<file path="src/rtl/threshold_monitor_pkg.sv">
`default_nettype none
// ==== threshold_monitor_pkg : shared types and constants for threshold_monitor  (rev 1.0) ====
package threshold_monitor_pkg;

   typedef enum logic [1:0] {
      NORMAL  = 2'd0,
      PEND_HI = 2'd1,
      ALARM   = 2'd2,
      PEND_LO = 2'd3
   } state_t;

   localparam int C_ST_ALARM    = 31;
   localparam int C_ST_STICKY   = 30;
   localparam int C_ST_STATE_HI = 29;
   localparam int C_ST_STATE_LO = 28;
   localparam int C_ST_CNT_LO   = 16;

   localparam int C_CNT_FIELD_W = 12;
   localparam int C_DB_WIDTH    = 4;

   localparam logic [15:0] C_HI_THR_RESET = 16'hFFFF;

endpackage
`default_nettype wire

</file>
<file path="src/rtl/threshold_event_counter.sv">
`default_nettype none
// ==== threshold_event_counter : saturating event counter, increment beats clear  (rev 1.0) ====
module threshold_event_counter #(
   parameter int G_WIDTH = 8
) (
   input  logic               clk,
   input  logic               rst,
   input  logic               clear,
   input  logic               incr,
   output logic [G_WIDTH-1:0] count
);

   localparam logic [G_WIDTH-1:0] C_MAX = '1;

   // A clear coinciding with an event restarts the count at one rather than zero.
   always_ff @(posedge clk) begin
      if (rst) begin
         count <= '0;
      end else if (incr && clear) begin
         count <= G_WIDTH'(1);
      end else if (incr) begin
         if (count != C_MAX) begin
            count <= count + G_WIDTH'(1);
         end
      end else if (clear) begin
         count <= '0;
      end
   end

endmodule
`default_nettype wire

</file>
<file path="src/rtl/threshold_monitor.sv">
`default_nettype none
// ==== threshold_monitor : debounced, hysteretic threshold alarm over a sample stream  (rev 1.0) ====
module threshold_monitor
   import threshold_monitor_pkg::*;
#(
   parameter int G_DEBOUNCE  = 4,
   parameter int G_CNT_WIDTH = 8
) (
   input  logic        clk_i,
   input  logic        rst_i,
   input  logic [31:0] thresholds_i,
   input  logic        thr_hi_we_i,
   input  logic [15:0] sample_i,
   input  logic        sample_valid_i,
   input  logic        clear_i,
   output logic        alarm_o,
   output logic        alarm_rise_o,
   output logic [31:0] status_o
);

   localparam logic [C_DB_WIDTH-1:0] C_DB_TARGET = C_DB_WIDTH'(G_DEBOUNCE);
   localparam logic [C_DB_WIDTH-1:0] C_DB_ONE    = C_DB_WIDTH'(1);

   state_t                  state;
   logic [C_DB_WIDTH-1:0]   db_cnt;
   logic [C_DB_WIDTH-1:0]   db_next;
   logic [15:0]             hi_thr;
   logic [15:0]             lo_thr;
   logic [15:0]             last_sample;
   logic                    sticky;
   logic                    above_hi;
   logic                    below_lo;
   logic                    enter_alarm;
   logic [G_CNT_WIDTH-1:0]  event_cnt;

   assign lo_thr   = thresholds_i[15:0];
   assign above_hi = sample_i > hi_thr;
   assign below_lo = sample_i < lo_thr;
   assign db_next  = db_cnt + C_DB_ONE;

   always_comb begin
      enter_alarm = 1'b0;
      if (sample_valid_i && above_hi) begin
         if (state == NORMAL)
            enter_alarm = (C_DB_TARGET == C_DB_ONE);
         else if (state == PEND_HI)
            enter_alarm = (db_next == C_DB_TARGET);
      end
   end

   always_ff @(posedge clk_i) begin
      if (rst_i) begin
         state        <= NORMAL;
         db_cnt       <= '0;
         alarm_o      <= 1'b0;
         alarm_rise_o <= 1'b0;
      end else begin
         alarm_rise_o <= enter_alarm;
         if (sample_valid_i) begin
            case (state)
               NORMAL: begin
                  if (above_hi) begin
                     if (C_DB_TARGET == C_DB_ONE) begin
                        state   <= ALARM;
                        alarm_o <= 1'b1;
                     end else begin
                        state  <= PEND_HI;
                        db_cnt <= C_DB_ONE;
                     end
                  end
               end
               PEND_HI: begin
                  if (above_hi) begin
                     if (db_next == C_DB_TARGET) begin
                        state   <= ALARM;
                        db_cnt  <= '0;
                        alarm_o <= 1'b1;
                     end else begin
                        db_cnt <= db_next;
                     end
                  end else begin
                     state  <= NORMAL;
                     db_cnt <= '0;
                  end
               end
               ALARM: begin
                  if (below_lo) begin
                     if (C_DB_TARGET == C_DB_ONE) begin
                        state   <= NORMAL;
                        alarm_o <= 1'b0;
                     end else begin
                        state  <= PEND_LO;
                        db_cnt <= C_DB_ONE;
                     end
                  end
               end
               PEND_LO: begin
                  if (below_lo) begin
                     if (db_next == C_DB_TARGET) begin
                        state   <= NORMAL;
                        db_cnt  <= '0;
                        alarm_o <= 1'b0;
                     end else begin
                        db_cnt <= db_next;
                     end
                  end else begin
                     state  <= ALARM;
                     db_cnt <= '0;
                  end
               end
               default: begin
                  state  <= NORMAL;
                  db_cnt <= '0;
               end
            endcase
         end
      end
   end

   // High threshold is only meaningful on the bus during the write strobe, so hold a copy.
   always_ff @(posedge clk_i) begin
      if (rst_i) begin
         hi_thr      <= C_HI_THR_RESET;
         sticky      <= 1'b0;
         last_sample <= '0;
      end else begin
         if (thr_hi_we_i)
            hi_thr <= thresholds_i[31:16];
         if (enter_alarm)
            sticky <= 1'b1;
         else if (clear_i)
            sticky <= 1'b0;
         if (sample_valid_i)
            last_sample <= sample_i;
      end
   end

   threshold_event_counter #(
      .G_WIDTH (G_CNT_WIDTH)
   ) u_event_counter (
      .clk   (clk_i),
      .rst   (rst_i),
      .clear (clear_i),
      .incr  (enter_alarm),
      .count (event_cnt)
   );

   assign status_o[C_ST_ALARM]                      = alarm_o;
   assign status_o[C_ST_STICKY]                     = sticky;
   assign status_o[C_ST_STATE_HI:C_ST_STATE_LO]     = state;
   assign status_o[C_ST_STATE_LO-1:C_ST_CNT_LO]     = C_CNT_FIELD_W'(event_cnt);
   assign status_o[C_ST_CNT_LO-1:0]                 = last_sample;

endmodule
`default_nettype wire
</file>
<file path="config.mk">
export PLATFORM = sky130hd
export DESIGN_NAME = threshold_monitor
export DESIGN_NICKNAME = d
export VERILOG_FILES = /design/src/rtl/threshold_monitor_pkg.sv /design/src/rtl/threshold_event_counter.sv /design/src/rtl/threshold_monitor.sv
export SDC_FILE = /design/constraint.sdc
export NUM_CORES = 1
export LEC_CHECK = 0
export ABC_AREA = 1
export BUFFER_PORTS_ARGS = -buffer_cell sky130_fd_sc_hd__buf_2
export CAP_MARGIN = 30
export CORE_MARGIN = 3
export CORE_UTILIZATION = 45
export CTS_CLUSTER_SIZE = 25
export DETAILED_ROUTE_END_ITERATION = 8
export PLACE_DENSITY = 0.75
export SLEW_MARGIN = 10
export SYNTH_ARGS = -nofsm -noshare
export SYNTH_HDL_FRONTEND = slang
export SYNTH_SLANG_ARGS = --single-unit
</file>
<file path="constraint.sdc">
create_clock -name clk_i -period 2.5 [get_ports clk_i]
set_input_delay 0.375 -clock clk_i [delete_from_list [all_inputs] [get_ports clk_i]]
set_output_delay 0.375 -clock clk_i [all_outputs]
set_load 0.02 [all_outputs]
</file>
==> run_results.csv <==
group,metric,value,unit
pwr,leakage,0.001943,uW
synthesis,synth_top_area_share,32.91,%
synthesis,async_flop_share,0,%
pwr,seqPwrFrac,50.4,%
global_routing,grt_pass1_vias,2788,
clock_network,cts_sinks,49,
placed_design,placed_cell_area,0.003427,sq mm
global_routing,track_usage,19.37,%
clock_network,htreeDepth,2,
clock_network,clock_latency,300,ps
clock_network,numCtsBuffers,5,
timing,max_slew_margin,58.29,%
synthesis,postSynthCellCount,426,
finish,regArea,980.9,sq um
hold_path,worstHoldStart,"thresholds_i[27]",
floorplanning,die-area,0.007635,sq mm
floorplanning,core_area,0.006386,sq mm
worst_setup_path,crit-reg2reg-launch,"hi_thr[11]",
timing,setup_tns,0,ps
timing,finClkSkew,9.491,ps
detailed_routing,vias_per_cell,4.911,
synthesis,synth-main-ff-cell,"dfxtp_1",
synthesis,synthTopCellsByCount,"nor2_1, nand2_1, inv_1, dfxtp_1, o21ai_0",
worst_setup_path,crit_fanout,10,
timing,finalCritPeriodShare,82.12,%
worst_setup_path,start_kind,"flop",
finish,final_cell_area,0.003507,sq mm
timing,rsz0062_at_grt,"no",
clock_network,ctsResizeCount,0,
detailed_routing,wirelength,7106,microns
finish,final.fill_count,643,
worst_setup_path,crit_type,"flop to flop",
pwr,p_total,1692,uW
timing,fmax,487.1,MHz
placed_design,hpwl,5473,microns
synthesis,synth_area_leaders,"dfxtp_1, ha_1, nor2_1, nand2_1, inv_1",
pwr,ir_drop,0.2766,mV
worst_setup_path,required,2730,ps
synthesis,synth_cell_type_count,30,
timing,slew_viol_final,0,
finish,antenna_cells,0,
pwr,internal_power,1169,uW
detailed_routing,antenna_left,0,
clock_network,cts-hold-fix-buffers,0,
clock_network,post-cts-setup-buffers,0,
status,status,"finished clean",
pwr,comb_power_share,22.1,%
synthesis,synth_edf_count,0,
floorplanning,pin_count,87,
synthesis,syn_area,0.002980,sq mm
placed_design,post-place-cells,574,
worst_setup_path,rr_worst_depth,10,
clock_network,clockBufferDepth,2,
placed_design,port-buffer-count,82,
detailed_routing,firstDrtPassIters,4,
floorplanning,row_count,29,
floorplanning,die_w,87.38,microns
timing,min_period,2053,ps
finish,final_cell_count_no_fill,582,
flow_run,cap_viol_max_count,0,
detailed_routing,wl_per_cell,12.21,microns
clock_network,clk_pin_slew,90,ps
placed_design,gp_congestion,0.8195,
global_routing,grt_first_pass_wirelength,12100,microns
clock_network,root_buffer,"clkbuf_8",
floorplanning,start_util,46.67,%
worst_setup_path,r2r_end,"u_event_counter.count[2]",
synthesis,ys_seq_area_share,32.91,%
hold_path,whs_path_depth,3,
pwr,p_sw,522.3,uW
finish,drive_above_1_share,21.58,%
timing,worstMarginPinSlew,625.0,ps
synthesis,ys_seq_elements,49,
detailed_routing,vias,2858,
worst_setup_path,arrival,2280,ps
pwr,powerDensity,482.3,mW/mm^2
floorplanning,die_y,87.38,microns
timing,finalHoldViolCount,0,
clock_network,cts_tree,"yes",
finish,area_growth,17.67,%
global_routing,grt_overflow,0,
hold_path,holdPathEnd,"hi_thr[11]",
placed_design,pre_cts_slack,320.9,ps
worst_setup_path,r2r_slack,450,ps
pwr,power.share.clock,27.5,%
synthesis,avgSynthCellArea,6.996,sq um
global_routing,grt_max_degree,33,
finish,nets,591,
detailed_routing,drc_errors,0,
hold_path,hold_path.class,"input port to flop",
finish,multi_input_area,0.001684,sq mm
timing,setup_ws,446.9,ps
detailed_routing,drt-initial-drc-count,121,
worst_setup_path,end_kind,"flop",
synthesis,yosys_warnings,0,
synthesis,yosys.cell_count.top_type,"nor2_1",
synthesis,synth_area_leader_cell,"dfxtp_1",
timing,setup_violations,0,
pwr,switching_share,30.87,%
global_routing,antenna_found_initial,0,
-- worst max path at each step --
stage                       from  cells after the start                       end  slack [ps]
floorplan           sample_i[15]                     12  u_event_counter.count[2]         690
global placement     sample_i[7]                     15  u_event_counter.count[4]         370
global route          hi_thr[11]                     13  u_event_counter.count[2]         140
CTS                   hi_thr[11]                     10  u_event_counter.count[2]         440
finish                hi_thr[11]                     10  u_event_counter.count[2]         450
detailed placement   sample_i[7]                     15  u_event_counter.count[5]         320
-- critical path: stages, from the launching register on --
cell and delay [ps]:
dfxtp_1 320, inv_1 50, ha_1 310, nand4_1 140, nor3_2 170, nand3_1 190, nand4_4 220, nor2_1 60
nor2_1 310, nand2_1 100, nor2_1 110
-- cells by family after synthesis --
group,after synthesis,share of synthesized area [%]
AO/OA/AOI/OAI,80,13.69
XOR/XNOR,2,0.8398
adder cells (fa/ha/maj),34,14.27
buffers and inverters,78,10.96
flip-flops,49,32.91
other,1,0.1258
AND/OR/NAND/NOR,182,27.20
-- final cells by class --
| type | count | area share (%) |
|---|---|---|
| repair buffers | 86 | 12.56 |
| clock buffers | 8 | 2.283 |
| multi-input cells | 302 | 48.02 |
| inverters | 60 | 6.422 |
| flip-flops and latches | 49 | 27.97 |
| well taps | 77 | 2.747 |
-- metrics by stage --
stage / utilization [%] / hold slack (ps)
finish: 54.92 / 276.9
global route: 54.92 / 284.2
CTS: 54.92 / 271.3
detailed placement: 53.66 / 458.6
global placement: 53.66 / 445.2
floorplan: - / 429.5
-- layout by cell type (no fill, tap or decap) --
cell type / count
nand4_4: 1
nand2_2: 3
nand3_2: 1
ha_1: 34
clkbuf_1: 3
nor2_4: 1
nor3_2: 5
clkinv_1: 1
a21boi_1: 1
nand3_1: 16
nor2_1: 75
nand2_1: 69
a21oi_1: 36
buf_4: 4
nor4_2: 1
nand4_1: 2
a21o_1: 1
dfxtp_1: 49
xor2_1: 1
clkbuf_8: 5
o21ai_0: 41
nor3b_2: 1
conb_1: 4
nor4_1: 1
or2_2: 2
nor2_2: 2
buf_2: 82
nor3_1: 2
o21bai_1: 1
inv_1: 59
xor2_2: 1
-- registers in the layout, indices dropped and copies added, names as in the netlist --
| name | cells |
|---|---|
| state | 2 |
| sticky | 1 |
| last_sample | 16 |
| db_cnt | 4 |
| u_event_counter.count | 8 |
| alarm_rise_o | 1 |
| hi_thr | 16 |
| alarm_o | 1 |
-- power by group through the flow --
stage | logic, uW | clock network, uW | registers (uW)
after floorplan | 223 | 0 | 896
after global placement | 364 | 0 | 870
after detailed placement | 374 | 0 | 872
after CTS | 376 | 473 | 854
after global routing | 431 | 506 | 860
final | 374 | 464 | 853
-- routing by layer --
layer  vias to the layer above  GRT usage, %  share of wire, %
met1                      1279         23.99                46
li1                       1508             -                 -
met4                         0         5.718              0.66
met5                         -             0                 0
met2                        67         33.90                48
met3                         4         3.595               5.2
Note: power is estimated with default switching activity, not from simulation.
